File: src/rtl/microwave_timer_ctrl.sv
// Microwave cook-cycle controller: keypad M:SS entry, start/stop/clear/door
// state machine and 1 Hz countdown driving the magnetron and done indicator.
module microwave_timer_ctrl #(
    parameter int SYNC_STAGES = 2,
    parameter int DONE_TICKS  = 3
) (
    input  logic       Clk,
    input  logic       Resetn,
    input  logic [3:0] D,
    input  logic       loadn,
    input  logic       pgt_1Hz,
    input  logic       startn,
    input  logic       stopn,
    input  logic       clearn,
    input  logic       door_closed,
    output logic [3:0] sec_ones,
    output logic [3:0] sec_tens,
    output logic [3:0] min_ones,
    output logic       mag_on,
    output logic       Enablen,
    output logic       done
);

    localparam int CW = $clog2(DONE_TICKS + 1);

    typedef enum logic [2:0] {S_IDLE, S_SETUP, S_COOK, S_PAUSE, S_DONE} state_t;

    state_t state_q, state_d;

    // bit 0 is the door level; bits 5:1 are edge-detected against sync_prev
    logic [5:0]                  raw_in, synced;
    logic [SYNC_STAGES-1:0][5:0] sync_q;
    logic [4:0]                  sync_prev;

    assign raw_in = {pgt_1Hz, clearn, stopn, startn, loadn, door_closed};
    assign synced = sync_q[SYNC_STAGES-1];

    always_ff @(posedge Clk or negedge Resetn) begin
        if (!Resetn) begin
            sync_q    <= '0;
            sync_prev <= '0;
        end else begin
            sync_q[0] <= raw_in;
            for (int unsigned i = 1; i < SYNC_STAGES; i++)
                sync_q[i] <= sync_q[i-1];
            sync_prev <= synced[5:1];
        end
    end

    logic door, key, start, stop, clr, tick;

    assign door  = synced[0];
    assign key   = sync_prev[0] & ~synced[1];
    assign start = sync_prev[1] & ~synced[2];
    assign stop  = sync_prev[2] & ~synced[3];
    assign clr   = sync_prev[3] & ~synced[4];
    assign tick  = ~sync_prev[4] & synced[5];

    logic [3:0]    ones_d, tens_d, mins_d;
    logic [CW-1:0] dcnt_q, dcnt_d;
    logic          key_ok, at_one;

    assign key_ok = (D <= 4'd9) && (sec_ones <= 4'd5);
    assign at_one = (min_ones == 4'd0) && (sec_tens == 4'd0) && (sec_ones == 4'd1);

    always_comb begin
        state_d = state_q;
        ones_d  = sec_ones;
        tens_d  = sec_tens;
        mins_d  = min_ones;
        dcnt_d  = dcnt_q;
        case (state_q)
            S_IDLE, S_SETUP: begin
                if (clr) begin
                    state_d = S_IDLE;
                    ones_d  = '0;
                    tens_d  = '0;
                    mins_d  = '0;
                end else if (state_q == S_SETUP && start && door) begin
                    state_d = S_COOK;
                end else if (key && key_ok) begin
                    mins_d  = sec_tens;
                    tens_d  = sec_ones;
                    ones_d  = D;
                    // a shift that lands on 0:00 falls back to IDLE so COOK never starts at zero
                    state_d = ({sec_tens, sec_ones, D} != 12'd0) ? S_SETUP : S_IDLE;
                end
            end
            S_COOK: begin
                if (clr) begin
                    state_d = S_IDLE;
                    ones_d  = '0;
                    tens_d  = '0;
                    mins_d  = '0;
                end else if (!door || stop) begin
                    state_d = S_PAUSE;
                end else if (tick) begin
                    if (sec_ones == 4'd0) begin
                        ones_d = 4'd9;
                        if (sec_tens == 4'd0) begin
                            tens_d = 4'd5;
                            mins_d = min_ones - 4'd1;
                        end else begin
                            tens_d = sec_tens - 4'd1;
                        end
                    end else begin
                        ones_d = sec_ones - 4'd1;
                    end
                    if (at_one) begin
                        state_d = S_DONE;
                        dcnt_d  = '0;
                    end
                end
            end
            S_PAUSE: begin
                if (clr || stop) begin
                    state_d = S_IDLE;
                    ones_d  = '0;
                    tens_d  = '0;
                    mins_d  = '0;
                end else if (start && door) begin
                    state_d = S_COOK;
                end
            end
            S_DONE: begin
                if (clr || start || key) begin
                    state_d = S_IDLE;
                end else if (tick) begin
                    if (dcnt_q == CW'(DONE_TICKS - 1))
                        state_d = S_IDLE;
                    else
                        dcnt_d = dcnt_q + 1'b1;
                end
            end
            default: state_d = S_IDLE;
        endcase
    end

    always_ff @(posedge Clk or negedge Resetn) begin
        if (!Resetn) begin
            state_q  <= S_IDLE;
            sec_ones <= '0;
            sec_tens <= '0;
            min_ones <= '0;
            dcnt_q   <= '0;
        end else begin
            state_q  <= state_d;
            sec_ones <= ones_d;
            sec_tens <= tens_d;
            min_ones <= mins_d;
            dcnt_q   <= dcnt_d;
        end
    end

    // decoded from the state register so reset drops the magnetron asynchronously
    assign mag_on  = (state_q == S_COOK);
    assign Enablen = (state_q == S_COOK) || (state_q == S_PAUSE) || (state_q == S_DONE);
    assign done    = (state_q == S_DONE);

endmodule
File: config.mk
export PLATFORM = sky130hd
export DESIGN_NAME = microwave_timer_ctrl
export DESIGN_NICKNAME = d
export VERILOG_FILES = /design/src/rtl/microwave_timer_ctrl.sv
export SDC_FILE = /design/constraint.sdc
export NUM_CORES = 1
export LEC_CHECK = 0
export ABC_CLOCK_PERIOD_IN_PS = 2500
export CAP_MARGIN = 20
export CORE_MARGIN = 5
export CORE_UTILIZATION = 53
export CTS_CLUSTER_SIZE = 14
export DETAILED_ROUTE_END_ITERATION = 8
export GPL_TIMING_DRIVEN = 0
export HOLD_SLACK_MARGIN = 0.06
export PLACE_DENSITY_LB_ADDON = 0.1
export SLEW_MARGIN = 10
export SYNTH_ARGS = -nofsm -noshare
export SYNTH_HDL_FRONTEND = slang
export SYNTH_SLANG_ARGS = --single-unit
File: constraint.sdc
create_clock -name Clk -period 2.5 [get_ports Clk]
set_input_delay 0.5 -clock Clk [delete_from_list [all_inputs] [get_ports Clk]]
set_output_delay 0.5 -clock Clk [all_outputs]
set_load 0.05 [all_outputs]
# == After elaboration in Yosys (flattened, before gate mapping) ==
# Index checks and enable logic that the tools add are counted.
# word_totals
out_inout_bits,15
inputBits,12
elab_cells,126
register_bits,34
# op_classes
n_eq_ne,26
bitwise,10
n_reduce_logical,27
mux,49
n_lt_le_gt_ge,2
addsub,4
# ops
operator,n
$mux 4,24
$mux 3,12
$pmux 4 s3,3
$reduce_and 8->1,2
$ne 3x1->1 const B,5
$mux 2,7
$logic_not 4->1,3
$ne 3x3->1 const B,4
$pmux 3 s4,1
$reduce_and 6->1,2
$reduce_bool 12->1,1
$sub 4x1->4 const B,3
$ne 2x2->1 const B,5
$ne 4x1->1 const B,2
$logic_and 1x1->1,7
$reduce_and 7->1,1
$eq 3x2->1 const B,2
$logic_or 1x1->1,6
$ne 2x1->1 const B,3
$and 1x1->1,5
$not 1->1,5
$eq 4x1->1 const B,1
$le 4x3->1 const B,1
$le 4x4->1 const B,1
other kinds (12),12

# == Longest topological paths before layout ==
# logic_depth
ltp_word,8
mapped_depth,7
ltp_nobuf,7

# == Worst setup path before layout ==
# Ideal clock, no wire load.
# synth_path
path_type,flip-flop to flip-flop
start,register state_q[0]
end,register dcnt_q[0]
path_buffers,1
period_less_slack_ns,2.902
t_arrival_ns,2.777
setup_time_ns,0.125
path_slack_ns,-0.402
t_required_ns,2.375
path_stages_with_launch,7
path_cell_list,dfrtp_1 -> clkbuf_1 -> nor3b_1 -> o2111ai_1 -> nor3_1 -> o2bb2ai_1 -> mux2_2
# synth_between
elab_chain_len,3
elab_cells_between_ends,12
cone_classes,9 x eq/ne; 1 x mux; 2 x reduce/logical
# synth_rtl
element,line_no,text
start: declaration,28,"state_t state_q, state_d;"
start signal: assignment,147,state_q <= state_d;
$eq 3x3->1 *,n/a,
named net done,21,output logic done
$ne 2x2->1 (no source line) (tied with other cells),n/a,
$reduce_and 8->1 (no source line),n/a,
end signal: assignment,151,dcnt_q <= dcnt_d;
end: declaration,60,"logic [CW-1:0] dcnt_q, dcnt_d;"
# The timed path passes the listed nets; every way through them passes the cells marked *.
# A chain may end at the register's enable or synchronous reset.

# == Worst setup path in the final report ==
# layout_path
start,register sec_tens[0]
end,register state_q[0]
# layout_between
elab_chain_len,6
elab_cells_between_ends,11
cone_classes,1 x eq/ne; 5 x mux; 5 x reduce/logical
# layout_rtl
element,line_no,text
start: declaration,17,"output logic [3:0] sec_tens,"
start signal: assignment,149,sec_tens <= tens_d;
$reduce_bool 12->1,86,"state_d = ({sec_tens, sec_ones, D} != 12'd0) ? S_SETUP : S_IDLE;"
$mux 1,86,
$mux 3,81,end else if (key && key_ok) begin
$mux 3,79,end else if (state_q == S_SETUP && start && door) begin
$mux 3,74,if (clr) begin
$pmux 3 s4,72,case (state_q)
# Several ways; a longest one is shown, not always the timed one. The select of a mux whose other input is x is not followed.

==> impl_metrics.yaml <==
outcome:
  status: "finished, final reports clean"
synth:
  yosys_warnings: 0
  synth_top_area_share: 0.4795
  synth_nets: 185
  synth_edf_count: 0
  netlist.top_cell.by_area: "dfrtp_1"
  seq_area_frac_synth: 0.4795
  syn_area_um2: 1774
  synth_ff_type: "dfrtp_1"
  synth-async-reset-ratio: 1.000
  synthTopCellsByArea: "dfrtp_1 48%, ha_1 4.9%, mux2_1 3.2%"
  synthCells: 166
  syn_area_per_cell_um2: 10.69
  synth_seq_cells: 34
  yosysUniqueCellTypes: 47
sta:
  rsz0062_at_grt: "true"
  slew_viol_final: 0
  relSlewSlack: 0.5261
  worst_pin_slew_ns: 0.7109
  setup_viol_count_final: 0
  setup_tns_ns: 0
  fin_crit_ns: 2.410
  clock.fmax_mhz: 414.9
  min_period_over_period: 0.9642
  hold_ws_ns: 0.2011
  hold_violations: 0
  fin_skew_ns: 0.006196
power_and_ir_drop:
  clockPowerShare: 0.118
  p_sw_frac: 0.4772
  peakVddDrop_v: 0.0005270
  power_frac_comb: 0.556
  leakage_uw: 0.0009345
  power.density_nw_per_um2: 1161
  p_sw_uw: 1205
  p_int_uw: 1320
  seq_power_share: 0.326
cells_and_area:
  fill_cells: 291
  nets: 218
  layout-drive-gt1-share: 0.1400
  final_util: 0.6625
  regArea_um2: 850.8
  antennaDiodeCount: 0
  area_growth_pct: 22.64
  multi_input_area_um2: 888.4
  layout_common_cells: "34 x dfrtp_1, 22 x clkdlybuf4s50_1, 13 x inv_1"
  fin_cells: 246
  layout_commonest_cell: "dfrtp_1"
worst_setup_path:
  worstPathArrival_ns: 2.64
  r2r_setup_slack_ns: 0.09
  critPathRequiredTime_ns: 2.73
  worstSetupPathType: "reg2reg"
  start_kind: "flip-flop"
  crit_fanout: 5
  rr_worst_depth: 7
  reg2reg_from: "sec_tens[0]$_DFFE_PN0P_"
  endpoint_kind: "flip-flop"
  rr_endpoint: "state_q[0]$_DFFE_PN0P_"
drt:
  drt_iter0_drc: 65
  drc: 0
  wl_per_cell_um: 15.55
  vias: 1419
  wl_mm: 3.826
  drtAntennaViolNets: 0
  via_per_inst: 5.768
  drt_first_pass_iters: 4
floorplan:
  floorplan.initialDensity: 0.5402
  io_pins: 27
  rows: 21
  dieArea_um2: 4605
  die_w_um: 67.86
  core_area_um2: 3284
  die_h_um: 67.86
global_routing:
  grt_max_degree: 35
  grt_pass1_vias: 1478
  antenna_found_initial: 0
  grt_use_total: 0.2006
  overflow: 0
  grt_pass1_wl_mm: 6.851
clock_network:
  cts_setup_buffers: 0
  clk_pin_slew_worst_paths_ns: 0.11
  numClockSinks: 34
  insertion_delay_ns: 0.33
  cts_tree: "done"
  cts_buffers: 5
  clk_path_buf_depth: 2
  root_buffer: "clkbuf_4"
  cts_htree_levels: 2
placed_design:
  routabilityCongestion: 0.9355
  hpwl_mm: 2.877
  io_buffers: 26
  dp_cells: 238
flow_run:
  maxCapViolCount: 0
hold_path:
  hp-class: "in2async"
-- timing repair --
| item | 4_1_cts | 5_1_grt |
|---|---|---|
| gates resized for setup | 4 | 7 |
| gates cloned | 0 | 0 |
| hold buffers | 0 | 0 |
| setup endpoints to repair | 3 | 5 |
-- state kept, by name, summed over array words and instances, names as in the netlist --
register,cells
sync_prev,5
dcnt_q,2
synced,6
state_q,3
sync_q,6
min_ones,4
sec_tens,4
sec_ones,4
-- power groups by stage --
| stage | combinational, µW | sequential [µW] | clock (µW) |
|---|---|---|---|
| after detailed placement | 1390 | 834 | 0 |
| after global placement | 1370 | 826 | 0 |
| after floorplan | 750 | 1070 | 0 |
| after CTS | 1390 | 822 | 312 |
| after global routing | 1530 | 847 | 341 |
| final | 1400 | 824 | 297 |
-- how the worst max path moves through the flow --
stage | start | endpoint | cells after the start
after floorplan | sec_tens[0]$_DFFE_PN0P_ | state_q[0]$_DFFE_PN0P_ | 7
after CTS | sec_tens[0]$_DFFE_PN0P_ | state_q[0]$_DFFE_PN0P_ | 7
after detailed placement | D[1] | sec_ones[1]$_DFFE_PN0P_ | 6
after global routing | sec_tens[0]$_DFFE_PN0P_ | state_q[0]$_DFFE_PN0P_ | 7
final | sec_tens[0]$_DFFE_PN0P_ | state_q[0]$_DFFE_PN0P_ | 7
after global placement | D[1] | sec_ones[1]$_DFFE_PN0P_ | 6
-- metal layers --
metal	share of wire	routed length, µm	track usage
met1	0.43	1628	0.2526
met5	0	0	0
met2	0.50	1923	0.3329
met4	0.019	71	0.07692
met3	0.053	202	0.04926
-- through the flow --
stage | instance area (µm²) | setup WS, ns | power [µW]
finish | 2176 | 0.08955 | 2526
CTS | 2155 | 0.04588 | 2522
global route | 2176 | -0.0001361 | 2715
global placement | 2103 | -0.09748 | 2193
detailed placement | 2098 | -0.1293 | 2223
floorplan | 1785 | 0.01839 | 1817
-- synth_stat cells (4+ instances only) --
library cell,instances
nand2_1,9
nand2b_1,8
a31oi_1,4
dfrtp_1,34
nor2b_1,5
nor3_1,6
ha_1,7
inv_1,13
a21oi_1,10
o21ai_0,4
nor2_1,8
mux2_1,5
-- cell families (layout without fill, tap and decap cells) --
kind of cell,count (synthesis),after routing,synth area share
adders and majority gates,7,7,0.04936
muxes,10,10,0.06206
buffers and inverters,16,50,0.03597
AOI/OAI and AO/OA,40,40,0.1735
xor gates and xnor gates,1,1,0.004937
and+or+nand+nor,58,58,0.1947
DFF,34,34,0.4796
-- critical path, cell delays in order (launching register included) --
cell and delay, ns:
dfrtp_1 0.44, inv_1 0.12, ha_1 0.18, or3b_2 0.52
nor4_4 0.31, o22ai_2 0.16, a211oi_2 0.22, mux2_2 0.35
-- layout make-up --
type	count	area share
Buffer	3	0.008051
Clock buffer	5	0.01725
Sequential cell	34	0.3910
Inverter	13	0.02243
Tap cell	46	0.02645
Clock inverter	3	0.009776
Timing Repair Buffer	26	0.1167
Multi-Input combinational cell	116	0.4083
No activity file was read; power rests on OpenSTA's default activity.
==> edit 1 (config.mk and constraints unchanged) <==
The parameter `SYNC_STAGES` goes from 2 to 4.
--- a/src/rtl/microwave_timer_ctrl.sv
+++ b/src/rtl/microwave_timer_ctrl.sv
@@ -3,3 +3,3 @@
 module microwave_timer_ctrl #(
-    parameter int SYNC_STAGES = 2,
+    parameter int SYNC_STAGES = 4,
     parameter int DONE_TICKS  = 3
Function: changed (a bounded check fails within 10 cycles, from zero or initial values and one cycle with Resetn low).
==> edit 1 against the original RTL <==
Clock skew is 0.0029 ns lower; area after synthesis is 16% higher; wire length is 7.9% higher; clock power is 57% higher; critical path type is now register to output pin; sequential cell count is 12 higher; total power is 11% higher; hold slack better by 0.15 ns; die area is 13% higher; final area is 15% higher; synthesized cell count is 8.4% higher; worst setup slack better by 0.050 ns; register-to-register slack better by 0.22 ns; maximum frequency is 2.1% higher.
==> edit 1: results (changes against the original RTL) <==
CTS root buffer clkbuf_8; NetSw 1.22 mW (+1.4%); placed instance count 255 (+7.1%); crit path launch state_q[0]; CTS clock-pin slew for the worst setup and hold paths 0.09 ns (-0.02 ns); Fillers 286 (-1.7%); delay-heaviest family, CP buffers and inverters; metal3 WL 175 µm (-13%); worst hold path type register to register; top cells by area, synth dfrtp_1, ha_1, mux2i_1, nand2_1, inv_1; first-pass GRT wire length 6.91 mm (+0.90%); Final nets 234 (+7.3%); Clk Latency, worst-skew pair 0.30 ns (-0.03 ns); Crit Path Max Fanout 7 (+2); GPL Wtd Cong 0.851 (-9.1%); post-synthesis cell type count 48 (+2.1%); post-synth net total 199 (+7.6%); DR WL met2 2.08 mm (+8.0%); share of cell area taken by muxes after synthesis 5.66% (-0.55 points); detail-routed via count per cell 5.57 (-3.4%); GRT Overall Usage 17.2% (-2.8 points); Routed WL per cell 15.6 µm (+0.56%); total power 2.79 mW (+11%); Post-Syn Area per Cell 11.4 µm² (+6.9%); synthesized-area fraction occupied by xor and xnor cells 0.426% (-0.068 points); crit-path max cell delay 0.84 ns (+0.32 ns); VDD IR-drop max 0.588 mV (+12%); status complete, no violations; hold_ws 0.353 ns (+0.152 ns); Worst Tran Pin Value 0.570 ns (-0.141 ns)
## edit 1: cell type report
type | instances | area [µm²] | share of cell area, %
flip-flops and latches | 46 | 1150 | 46.1
inverters | 12 | 45.0 | 1.81
well taps | 48 | 60.1 | 2.41
repair buffers | 28 | 283 | 11.3
multi-input cells | 118 | 848 | 34.0
plain buffers | 4 | 16.3 | 0.652
clock buffers | 5 | 68.8 | 2.76
clock inverters | 3 | 22.5 | 0.903
## edit 1: cell families (layout without fill, tap and decap cells)
kind of cell,Yosys count,count (layout)
simple gates,64,64
flops,46,46
compound gates,35,35
buf+inv,16,52
mux,11,11
fa+ha+maj,7,7
xor+xnor,1,1
## edit 1: layer usage
layer | vias up | GRT usage [%]
li1 | 705 | -
met1 | 727 | 21.6
met2 | 30 | 28.5
met3 | 9 | 3.60
met4 | 0 | 7.93
met5 | - | 0
## edit 1: timing repair
action                     CTS  global route
setup buffers                0             0
setup endpoints to repair    2             0
hold buffers                 1             0
resized for setup            2             0
hold endpoints to repair     6             0
==> edit 2 (config.mk and constraints unchanged) <==
Without the edit above. Put a register stage on the outputs `mag_on`, `Enablen` and `done`, without a reset. The values now appear one clock later. The other outputs are not delayed to match.
--- a/src/rtl/microwave_timer_ctrl.sv
+++ b/src/rtl/microwave_timer_ctrl.sv
@@ -155,5 +155,7 @@
     // decoded from the state register so reset drops the magnetron asynchronously
-    assign mag_on  = (state_q == S_COOK);
-    assign Enablen = (state_q == S_COOK) || (state_q == S_PAUSE) || (state_q == S_DONE);
-    assign done    = (state_q == S_DONE);
+    always_ff @(posedge Clk) begin
+        mag_on  <= (state_q == S_COOK);
+        Enablen <= (state_q == S_COOK) || (state_q == S_PAUSE) || (state_q == S_DONE);
+        done    <= (state_q == S_DONE);
+    end
 
Function: changed (Yosys sat finds a counterexample within 10 cycles, from zero or initial values and one cycle with Resetn low).
==> edit 2 against the original RTL <==
Non-clock buffer count stayed put; clock power is 1% higher; worst setup slack better by 0.047 ns; first-iteration DRC count is 110% higher; hold slack better by 0.0034 ns; final area is 1.4% higher; sequential cell count is 3 higher; global-route usage is 1.1 points lower; synthesized cell count is 1.2% higher; total power is 4.8% lower; area after synthesis is 3.5% higher; maximum frequency is 2.0% higher; wire length is 2.0% higher; cell count is 0.81% higher.
==> edit 2: results (changes against the original RTL) <==
Routed WL per cell 15.7 µm (+1.1%); flop2flop setup slack 0.14 ns (+0.05 ns); status complete, no violations; GPL Wtd Cong 0.925 (-1.1%); DR iter-0 viols 134 (+110%); Final nets 220 (+0.92%); total power divided by cell area 1090 nW/µm² (-6.1%); Synth async-reset ratio 91.9% (-8.1 points); CTS clock-pin slew for the worst setup and hold paths 0.12 ns; GRT Overall Usage 19.0% (-1.1 points); Post-DP Area 2150 µm² (+2.4%); top cells by area, synth dfrtp_1, ha_1, dfxtp_1, mux2_2, mux2i_1; DP Wirelength 2.89 mm (+0.62%); R2R Path End sec_ones[3]; VDD IR-drop max 0.550 mV (+4.3%); detail-routed via count per cell 5.91 (+2.4%); register area share after synthesis 49.6% (+1.7 points); Synth top cells by count dfrtp_1, nand2_1, inv_1, nor2_1; layout cells sized above 1 14.4% (+0.36 points); Post CTS Setup Buffer Count 0 (unchanged); vias in the first global route 1,429 (-3.3%); first-pass GRT wire length 6.60 mm (-3.6%); Inserted Clock Buffers 5 (unchanged); placed instance count 240 (+0.84%); Rel. slew slack 43.1% (-9.5 points); Leak 0.929 nW (-0.60%); Clock Skew 0.0153 ns (+0.00911 ns); Mapped Cells 168 (+1.2%); post-synth net total 187 (+1.1%)
[edit 2: cell types whose count changed in the layout (fill, tap and decap cells not counted), moves of 3 or more]
cell and change:
nor3_1 -3, nand2_1 +4, o21ai_0 +4, mux2_1 -5
o31ai_1 +3, clkdlybuf4s50_1 +3, a31oi_1 -3, dfxtp_1 +3
mux2i_1 +3
[edit 2: worst max path at each step]
stage | slack, ns | startpoint | endpoint | cells past startpoint
after floorplan | 0.13 | sec_ones[0] | sec_tens[1] | 7
after global placement | -0.12 | D[1] | sec_tens[1] | 6
after detailed placement | -0.13 | D[1] | sec_ones[3] | 6
after CTS | 0.14 | sec_ones[0] | sec_ones[3] | 7
after global routing | 0.01 | sec_ones[0] | sec_tens[1] | 7
final | 0.14 | sec_ones[0] | sec_ones[3] | 7
[edit 2: cell families (layout without fill, tap and decap cells)]
| group | count (synthesis) | count (layout) | synth area share, % |
|---|---|---|---|
| multiplexers | 10 | 10 | 5.79 |
| AND/OR/NAND/NOR | 57 | 57 | 19.5 |
| flip-flops | 37 | 37 | 49.6 |
| adder cells (fa/ha/maj) | 7 | 7 | 4.77 |
| XOR/XNOR | 1 | 1 | 0.477 |
| AO/OA/AOI/OAI | 41 | 41 | 16.6 |
| buffers and inverters | 15 | 49 | 3.20 |
[edit 2: power by group]
| group | switching (mW) | total [mW] | leakage (nW) | internal (mW) |
|---|---|---|---|---|
| clock network | 0.195 | 0.301 | 0.0310 | 0.106 |
| logic | 0.754 | 1.24 | 0.455 | 0.486 |
| registers | 0.152 | 0.864 | 0.443 | 0.712 |
[edit 2: through the flow]
step | setup WS (ns) | hold slack (ns)
floorplan | 0.130 | 0.204
global placement | -0.117 | 0.332
detailed placement | -0.133 | 0.335
CTS | 0.142 | 0.230
global route | 0.0122 | 0.266
finish | 0.137 | 0.205
[edit 2: worst max-delay path: stages, from the launching register on]
cell       delay (ns)
dfrtp_1          0.46
inv_1            0.15
ha_1             0.21
nor2_1           0.08
a2111oi_4        0.38
o21ai_2          0.19
nor3_2           0.39
mux2_2           0.39
[edit 2: layer usage]
layer,vias up,GRT usage [%],share of wire (%)
met2,52,30.1,50
met1,729,24.0,43
met3,4,5.83,6.3
li1,680,-,-
met4,0,7.79,0.64
met5,-,0,0
[edit 2: layout make-up]
cell class | count | area share, %
well taps | 46 | 2.61
flip-flops and latches | 37 | 41.3
plain buffers | 3 | 0.624
clock inverters | 3 | 0.794
clock buffers | 5 | 1.70
inverters | 12 | 2.04
repair buffers | 26 | 11.6
multi-input cells | 116 | 39.4
[edit 2: what timing repair did]
action,CTS,global route
gates resized for setup,0,1
hold endpoints to repair,0,0
endpoints found under the setup margin,0,1
